`config.mk`:
```
export PLATFORM = sky130hd
export DESIGN_NAME = if_ctrl
export DESIGN_NICKNAME = d
export VERILOG_FILES = /design/src/rtl/if_ctrl.sv
export SDC_FILE = /design/constraint.sdc
export NUM_CORES = 1
export LEC_CHECK = 0
export ABC_AREA = 1
export CORE_MARGIN = 3
export CORE_UTILIZATION = 40
export DETAILED_ROUTE_END_ITERATION = 6
export PLACE_DENSITY = 0.78
export RECOVER_POWER = 25
export REMOVE_ABC_BUFFERS = 1
export SYNTH_ARGS = -nofsm -noshare
export SYNTH_HDL_FRONTEND = slang
export SYNTH_SLANG_ARGS = --single-unit
export TNS_END_PERCENT = 10
```
`constraint.sdc`:
```
create_clock -name clk -period 1.3 [get_ports clk]
set_input_delay 0.325 -clock clk [delete_from_list [all_inputs] [get_ports clk]]
set_output_delay 0.325 -clock clk [all_outputs]
set_load 0.01 [all_outputs]
```
`src/rtl/if_ctrl.sv`:
```
`default_nettype none
// ============================================================================
// Module      : if_ctrl
// Description : Instruction-fetch controller. Walks a 32-bit pc through
//               instruction memory with a combinational request / ack
//               handshake. It holds one fetched word for the IF/ID stage,
//               honours downstream stall, and redirects on branch.
//
//               Optional feature: when the macro FETCH_TIMEOUT_EN is defined,
//               a watchdog counts request cycles that receive no ack. After
//               TIMEOUT_CYCLES such cycles in a row, the block parks in ERR
//               and raises the sticky fetch_err_o flag. Only a branch or a
//               reset leaves ERR. When the macro is undefined there is no
//               watchdog, fetch_err_o is tied low, and the block waits for
//               an ack indefinitely.
//
// Parameters  : RESET_PC        first fetch address after reset
//               TIMEOUT_CYCLES  watchdog limit (FETCH_TIMEOUT_EN only)
// Ports       : clk              clock, rising edge
//               rst              synchronous reset, active low
//               stall_i          IF/ID cannot accept a word this cycle
//               branch_flag_i    redirect request
//               branch_target_i  redirect address (low two bits ignored)
//               mem_ack_i        mem_rdata_i valid for mem_addr_o
//               mem_rdata_i      instruction word from memory
//               ce_o             instruction-memory chip enable
//               mem_req_o        fetch request (combinational)
//               mem_addr_o       fetch address (= pc)
//               inst_valid_o     inst_o / inst_pc_o hold an unconsumed word
//               inst_o           fetched word
//               inst_pc_o        address of fetched word
//               fetch_err_o      sticky fetch-timeout flag
// Revision    : 1.0 - initial release
// ============================================================================
module if_ctrl #(
    parameter logic [31:0] RESET_PC       = 32'h0000_0000,
    parameter int unsigned TIMEOUT_CYCLES = 16
) (
    input  logic        clk,
    input  logic        rst,
    input  logic        stall_i,
    input  logic        branch_flag_i,
    input  logic [31:0] branch_target_i,
    input  logic        mem_ack_i,
    input  logic [31:0] mem_rdata_i,
    output logic        ce_o,
    output logic        mem_req_o,
    output logic [31:0] mem_addr_o,
    output logic        inst_valid_o,
    output logic [31:0] inst_o,
    output logic [31:0] inst_pc_o,
    output logic        fetch_err_o
);

    localparam logic [31:0] c_ALIGN_MASK = 32'hFFFF_FFFC;

    typedef enum logic [1:0] {
        IDLE = 2'd0,
        RUN  = 2'd1,
        ERR  = 2'd2
    } state_t;

    state_t      r_state;
    state_t      w_state_nxt;
    logic [31:0] r_pc;
    logic        w_mem_req;
    logic        w_accept;
    logic        w_consume;
    logic        w_redirect;
    logic        w_timeout;

    // A zero limit would make the watchdog compare against an underflowed value.
    if (TIMEOUT_CYCLES < 1) begin : g_bad_timeout
        $error("if_ctrl: TIMEOUT_CYCLES must be at least 1");
    end

    // Request is suppressed while a held word is blocked and on a redirect
    // cycle, so any ack arriving then is ignored by construction.
    assign w_mem_req  = (r_state == RUN) && !(inst_valid_o && stall_i) && !branch_flag_i;
    assign w_accept   = w_mem_req && mem_ack_i;
    assign w_consume  = inst_valid_o && !stall_i;
    assign w_redirect = branch_flag_i && (r_state != IDLE);

    assign mem_req_o  = w_mem_req;
    assign mem_addr_o = r_pc;

    // ------------------------------------------------------------------------
    // State machine
    // ------------------------------------------------------------------------
    always_ff @(posedge clk) begin
        if (!rst) begin
            r_state <= IDLE;
        end else begin
            r_state <= w_state_nxt;
        end
    end

    always_comb begin
        w_state_nxt = r_state;
        case (r_state)
            IDLE: w_state_nxt = RUN;
            RUN: begin
                // w_timeout is already low on a branch cycle (request dropped).
                if (w_timeout) begin
                    w_state_nxt = ERR;
                end
            end
            ERR: begin
                if (branch_flag_i) begin
                    w_state_nxt = RUN;
                end
            end
            default: w_state_nxt = IDLE;
        endcase
    end

    // ------------------------------------------------------------------------
    // pc and fetched-word holding register
    // ------------------------------------------------------------------------
    always_ff @(posedge clk) begin
        if (!rst) begin
            ce_o         <= 1'b0;
            r_pc         <= RESET_PC;
            inst_valid_o <= 1'b0;
            inst_o       <= 32'h0;
            inst_pc_o    <= 32'h0;
        end else begin
            ce_o <= 1'b1;
            if (w_redirect) begin
                r_pc         <= branch_target_i & c_ALIGN_MASK;
                inst_valid_o <= 1'b0;
            end else if (w_accept) begin
                inst_o       <= mem_rdata_i;
                inst_pc_o    <= r_pc;
                inst_valid_o <= 1'b1;
                r_pc         <= r_pc + 32'd4;
            end else if (w_consume) begin
                inst_valid_o <= 1'b0;
            end
        end
    end

    // ------------------------------------------------------------------------
    // Fetch watchdog
    // ------------------------------------------------------------------------
`ifdef FETCH_TIMEOUT_EN
    localparam int unsigned c_WD_W = $clog2(TIMEOUT_CYCLES + 1);

    logic [c_WD_W-1:0] r_wdog;
    logic              r_fetch_err;

    // Fires on the TIMEOUT_CYCLES-th consecutive unanswered request cycle.
    assign w_timeout = w_mem_req && !mem_ack_i &&
                       (r_wdog == c_WD_W'(TIMEOUT_CYCLES - 1));

    always_ff @(posedge clk) begin
        if (!rst) begin
            r_wdog      <= '0;
            r_fetch_err <= 1'b0;
        end else begin
            if (!w_mem_req || mem_ack_i || w_timeout) begin
                r_wdog <= '0;
            end else begin
                r_wdog <= r_wdog + c_WD_W'(1);
            end

            if ((r_state == ERR) && branch_flag_i) begin
                r_fetch_err <= 1'b0;
            end else if (w_timeout) begin
                r_fetch_err <= 1'b1;
            end
        end
    end

    assign fetch_err_o = r_fetch_err;
`else
    assign w_timeout   = 1'b0;
    assign fetch_err_o = 1'b0;
`endif

endmodule
`default_nettype wire

```
# After elaboration in Yosys (flattened, before gate mapping)
# Cells that the tools add are included.
dict set report op_classes {
  eq_ne 3
  mux 7
  reduce_logical 16
  bitwise_logic 3
  addsub 1
}
# operator count
set ops {}
lappend ops {{$mux 32} 2}
lappend ops {{$add 32x3->32 const B} 1}
lappend ops {{$logic_and 1x1->1} 6}
lappend ops {{$pmux 2 s3} 1}
lappend ops {{$reduce_bool 2->1} 3}
lappend ops {{$reduce_and 2->1} 2}
lappend ops {{$logic_not 1->1} 3}
lappend ops {{$mux 1} 3}
lappend ops {{$not 1->1} 3}
lappend ops {{$eq 2x1->1 const B} 1}
lappend ops {{$eq 2x2->1 const B} 1}
lappend ops {{$logic_not 2->1} 1}
lappend ops {{$mux 2} 1}
lappend ops {{$ne 2x2->1 const B} 1}
lappend ops {{$reduce_or 2->1} 1}
dict set report word_totals {
  ff_bits 100
  output_inout_bits 100
  wordCells 37
}

# Logic depth before layout (Yosys ltp)
dict set report depth {
  depth_word 7
  mapped_depth 11
  ltp_nobuf 11
}

# Worst setup path before layout
# Ideal clock, no wire load.
dict set report synth_timing {
  kind {reg2reg}
  start {register r_pc[3] (netlist: mem_addr_o[3])}
  end {register r_pc[26] (netlist: mem_addr_o[26])}
  t_arrival_ns 1.386
  slack_ns -0.196
  required_time_ns 1.190
  period_less_slack_ns 1.496
  setup_time_ns 0.110
  path_stages_with_launch 11
  cell_sequence {dfxtp_1 > ha_1 > nand2_1 > nor2_1 > nand2_2 > nor2_4 > inv_2 > o21ai_1 > nand3b_1 > nand2_1 > inv_1}
}
dict set report synth_between {
  elab_chain_len 3
}
# element line
set synth_lines {}
lappend synth_lines {{start: declaration} 65} ;# logic [31:0] r_pc;
lappend synth_lines {{start signal: assignment} 130} ;# r_pc <= branch_target_i & c_ALIGN_MASK;
lappend synth_lines {{start signal: assignment} 136} ;# r_pc <= r_pc + 32'd4;
lappend synth_lines {{$add 32x3->32} 136}
lappend synth_lines {{$mux 32} 132} ;# end else if (w_accept) begin
lappend synth_lines {{$mux 32} 129} ;# if (w_redirect) begin
# No other way between the ends. The select of a mux whose other input is x is not followed.
# A chain may end at the register's enable or synchronous reset.

# Worst setup path in the final report
dict set report layout_timing {
  start {register r_pc[3] (netlist: mem_addr_o[3])}
  end {register r_pc[28] (netlist: mem_addr_o[28])}
}
# The elaborated chain is that of the path after synthesis.

==> results.py <==
metrics = {
    "grt": {
        "grt_max_degree": 47,
        "overflow": 0,
        "use_met2_pct": 43.4,
        "antenna_found_initial": 0,
        "grt_use_met3_pct": 4.59,
        "grt_use_met1_pct": 27.2,
        "grt_pass1_wl_um": 24300,
        "gr-max-usage-layer": "met2",
        "grt_usage_pct": 23.9,
        "grt_pass1_vias": 5075,
    },
    "min_path": {
        "hold_path.class": "input pin to flip-flop",
        "min_to": "inst_valid_o",
        "min_from": "stall_i",
        "hold_depth": 5,
    },
    "power_and_ir_drop": {
        "pwr-share-seq_pct": 47.0,
        "switching_power_w": 0.00188,
        "ir_worst_vdd_mv": 0.546,
        "swShare_pct": 28.1,
        "p_comb_share_pct": 18.5,
        "p_leak_nw": 3.18,
        "cellPowerDensity_nw_per_um2": 894,
        "internal_power_w": 0.00479,
        "power.share.clock_pct": 34.5,
    },
    "route": {
        "ant_nets": 0,
        "drtIter0Drc": 456,
        "wl_um": 16900,
        "drc": 0,
        "vias_per_cell": 5.22,
        "firstDrtPassIters": 6,
        "vias": 5363,
        "routedWlPerCell_um": 16.5,
    },
    "critical_path": {
        "r2r_start": "mem_addr_o[3]",
        "worst_path_most_repeated_cell": "nand2_4",
        "crit_required_ns": 1.61,
        "reg2reg_depth": 11,
        "crit_path_top_delay_cell": "dfxtp_2",
        "worst-path-max-fanout": 4,
        "path_cells": "ha_4, nand2_4, nor2_4, nand2_4, inv_2, nand2_4, nor2_4, nand3_2, nand2_1, inv_1, a21oi_2",
        "cp_data_arrival_time_ns": 1.82,
        "start_kind": "flip-flop",
        "reg2reg_to": "mem_addr_o[28]",
        "crit_path_end_kind": "flip-flop",
        "crit_type": "flip-flop to flip-flop",
        "max_stage_delay_ns": 0.38,
        "reg2reg_setup_slack_ns": -0.21,
    },
    "final_layout": {
        "fill_cells": 799,
        "register_area_um2": 2040,
        "instances_no_fill": 1027,
        "drive_gt1_share_pct": 42.2,
        "n_antenna_cell": 0,
        "utilization_pct": 71.0,
        "finalNetCount": 956,
        "areaGrowthSynthToFinish_pct": 70.0,
        "multiInputGateArea_um2": 2410,
    },
    "outcome": {
        "violations": "setup timing",
        "status": "finished, violations left",
    },
    "cts": {
        "cts_buffer_depth": 2,
        "cts_tree": "done",
        "clk_pin_slew_ns": 0.11,
        "cts_inserted_buffers": 9,
        "clk_latency_ns": 0.38,
        "ctsHoldBuffers": 0,
        "htreeDepth": 3,
        "clock_sinks": 95,
        "clock-root-buffer": "clkbuf_8",
    },
    "sta": {
        "finalCritPeriodShare_pct": 116,
        "skew_ns": 0.0131,
        "fin_tns_setup_ns": -7.40,
        "rsz0062_at_grt": "true",
        "whs_ns": 0.413,
        "clock.fmax_ghz": 0.663,
        "finalSetupViolations": 87,
        "max_slew_margin_pct": 64.2,
        "min_period_ns": 1.51,
        "worst_pin_slew_ns": 0.537,
        "fin_ws_ns": -0.208,
        "maxSlewViolCount": 0,
        "hold_viol": 0,
    },
    "synth": {
        "synth.top_cells.by_count": "nand2_1, dfxtp_1, a21oi_1",
        "synth_ff_type": "dfxtp_1",
        "avgSynthCellArea_um2": 6.92,
        "synth.most_common_cell": "nand2_1",
        "synth.yosys.seq_area_share_pct": 43.3,
        "synth_top_cell_by_area": "dfxtp_1",
        "synth_area_leaders": "dfxtp_1, nand2_1, a21oi_1",
        "yosysWarnings": 0,
        "synth_edf_count": 0,
        "yosysUniqueCellTypes": 36,
        "synth_area_um2": 4390,
        "ys_ff_latch": 95,
        "synth-async-reset-ratio_pct": 0,
        "netlist_instances": 634,
        "yosys.area.top_type_share_pct": 43.3,
    },
    "floorplan": {
        "io_pins": 169,
        "rows": 37,
        "dieArea_um2": 12300,
        "dieWidth_um": 111,
        "start_util_pct": 41.8,
        "core_um2": 10500,
        "die_h_um": 111,
    },
    "place": {
        "routabilityCongestion": 0.903,
        "portBuffers": 161,
        "dp_hpwl_um": 11000,
        "pre_cts_ws_ns": -0.647,
        "dp.cells": 988,
    },
    "flow_run": {
        "drv_cap": 0,
    },
}
==> worst max-delay path: cells and delay by family, from the launching register on <==
| kind | cells | cell delay, ns |
|---|---|---|
| AND/OR/NAND/NOR | 7 | 0.64 |
| buffers and inverters | 2 | 0.12 |
| flip-flops | 1 | 0.38 |
| AO/OA/AOI/OAI | 1 | 0.11 |
| adder cells (fa/ha/maj) | 1 | 0.17 |
==> state kept, by name, summed over array words and instances (netlist names) <==
| signal | count |
|---|---|
| inst_valid_o | 1 |
| mem_addr_o | 30 |
| ce_o | 1 |
| inst_pc_o | 30 |
| r_state | 1 |
| inst_o | 32 |
==> final cells by class <==
type / count / area share, %
well taps: 136 / 2.28
flip-flops and latches: 95 / 27.4
inverters: 42 / 2.25
multi-input cells: 463 / 32.3
clock buffers: 10 / 1.71
clock inverters: 6 / 1.41
repair buffers: 275 / 32.6
==> stage by stage <==
| stage | total power, W | area, µm² |
|---|---|---|
| 6_report | 0.00667 | 7460 |
| 3_5_place_dp | 0.00432 | 6740 |
| 4_1_cts | 0.00653 | 7120 |
| 2_1_floorplan | 0.00356 | 4190 |
| 3_3_place_gp | 0.00430 | 6740 |
| 5_1_grt | 0.00689 | 7460 |
==> repair_timing <==
item                       CTS  global route
setup endpoints to repair  187           161
pin swaps                    5            40
buffers inserted             4            14
gates cloned                 0             6
gates resized for setup    368           179
==> how the worst max path moves through the flow <==
stage | from | end | slack, ns | cells past startpoint
2_1_floorplan | r_state[0] | mem_addr_o[8] | -1.50 | 7
3_5_place_dp | stall_i | mem_req_o | -0.65 | 5
3_3_place_gp | branch_flag_i | mem_addr_o[18] | -0.58 | 8
6_report | mem_addr_o[3] | mem_addr_o[28] | -0.21 | 11
5_1_grt | mem_addr_o[3] | mem_addr_o[24] | -0.32 | 8
4_1_cts | r_state[0] | mem_addr_o[18] | -0.22 | 8
==> per-layer routing <==
layer	up-vias	share of wire, %
met1	2501	39
met5	-	0
met4	0	3.8
met3	57	6.8
li1	2538	-
met2	267	51
==> cells in the final DEF (no fill, tap or decap), types with 4 or more instances in the layout <==
cell type          n
a211oi_1           8
a21oi_1           51
a21oi_2           20
a31oi_1            7
buf_12             9
buf_2             49
buf_4             83
buf_6             17
clkbuf_1           4
clkbuf_16          4
clkbuf_2          16
clkbuf_8           9
clkdlybuf4s15_2   23
clkdlybuf4s50_1   63
conb_1             5
dfxtp_1           21
dfxtp_2           55
dfxtp_4           19
inv_1             35
inv_2              4
nand2_1          204
nand2_2           11
nand2_4           10
nand3_1           28
nand4_1            7
nor2_1            48
nor2_2            10
nor2_4             9
o21ai_0            8
o21ai_1            8
==> power by group through the flow <==
stage | sequential, W | clock (W) | combinational (W)
2_1_floorplan | 0.00324 | 0 | 0.000316
3_3_place_gp | 0.00319 | 0 | 0.00111
3_5_place_dp | 0.00319 | 0 | 0.00113
4_1_cts | 0.00312 | 0.00230 | 0.00111
5_1_grt | 0.00315 | 0.00242 | 0.00132
6_report | 0.00313 | 0.00230 | 0.00124
==> kinds of logic (layout without fill, tap and decap cells) <==
group,count (synthesis),after routing,synth area share (%)
buf+inv,80,333,8.41
fa+ha+maj,1,1,0.285
compound gates,112,112,14.2
simple gates,342,342,33.0
xor+xnor,3,3,0.599
flops,95,95,43.3
other cells,1,5,0.0855
Note: power is estimated with default switching activity, not from simulation.
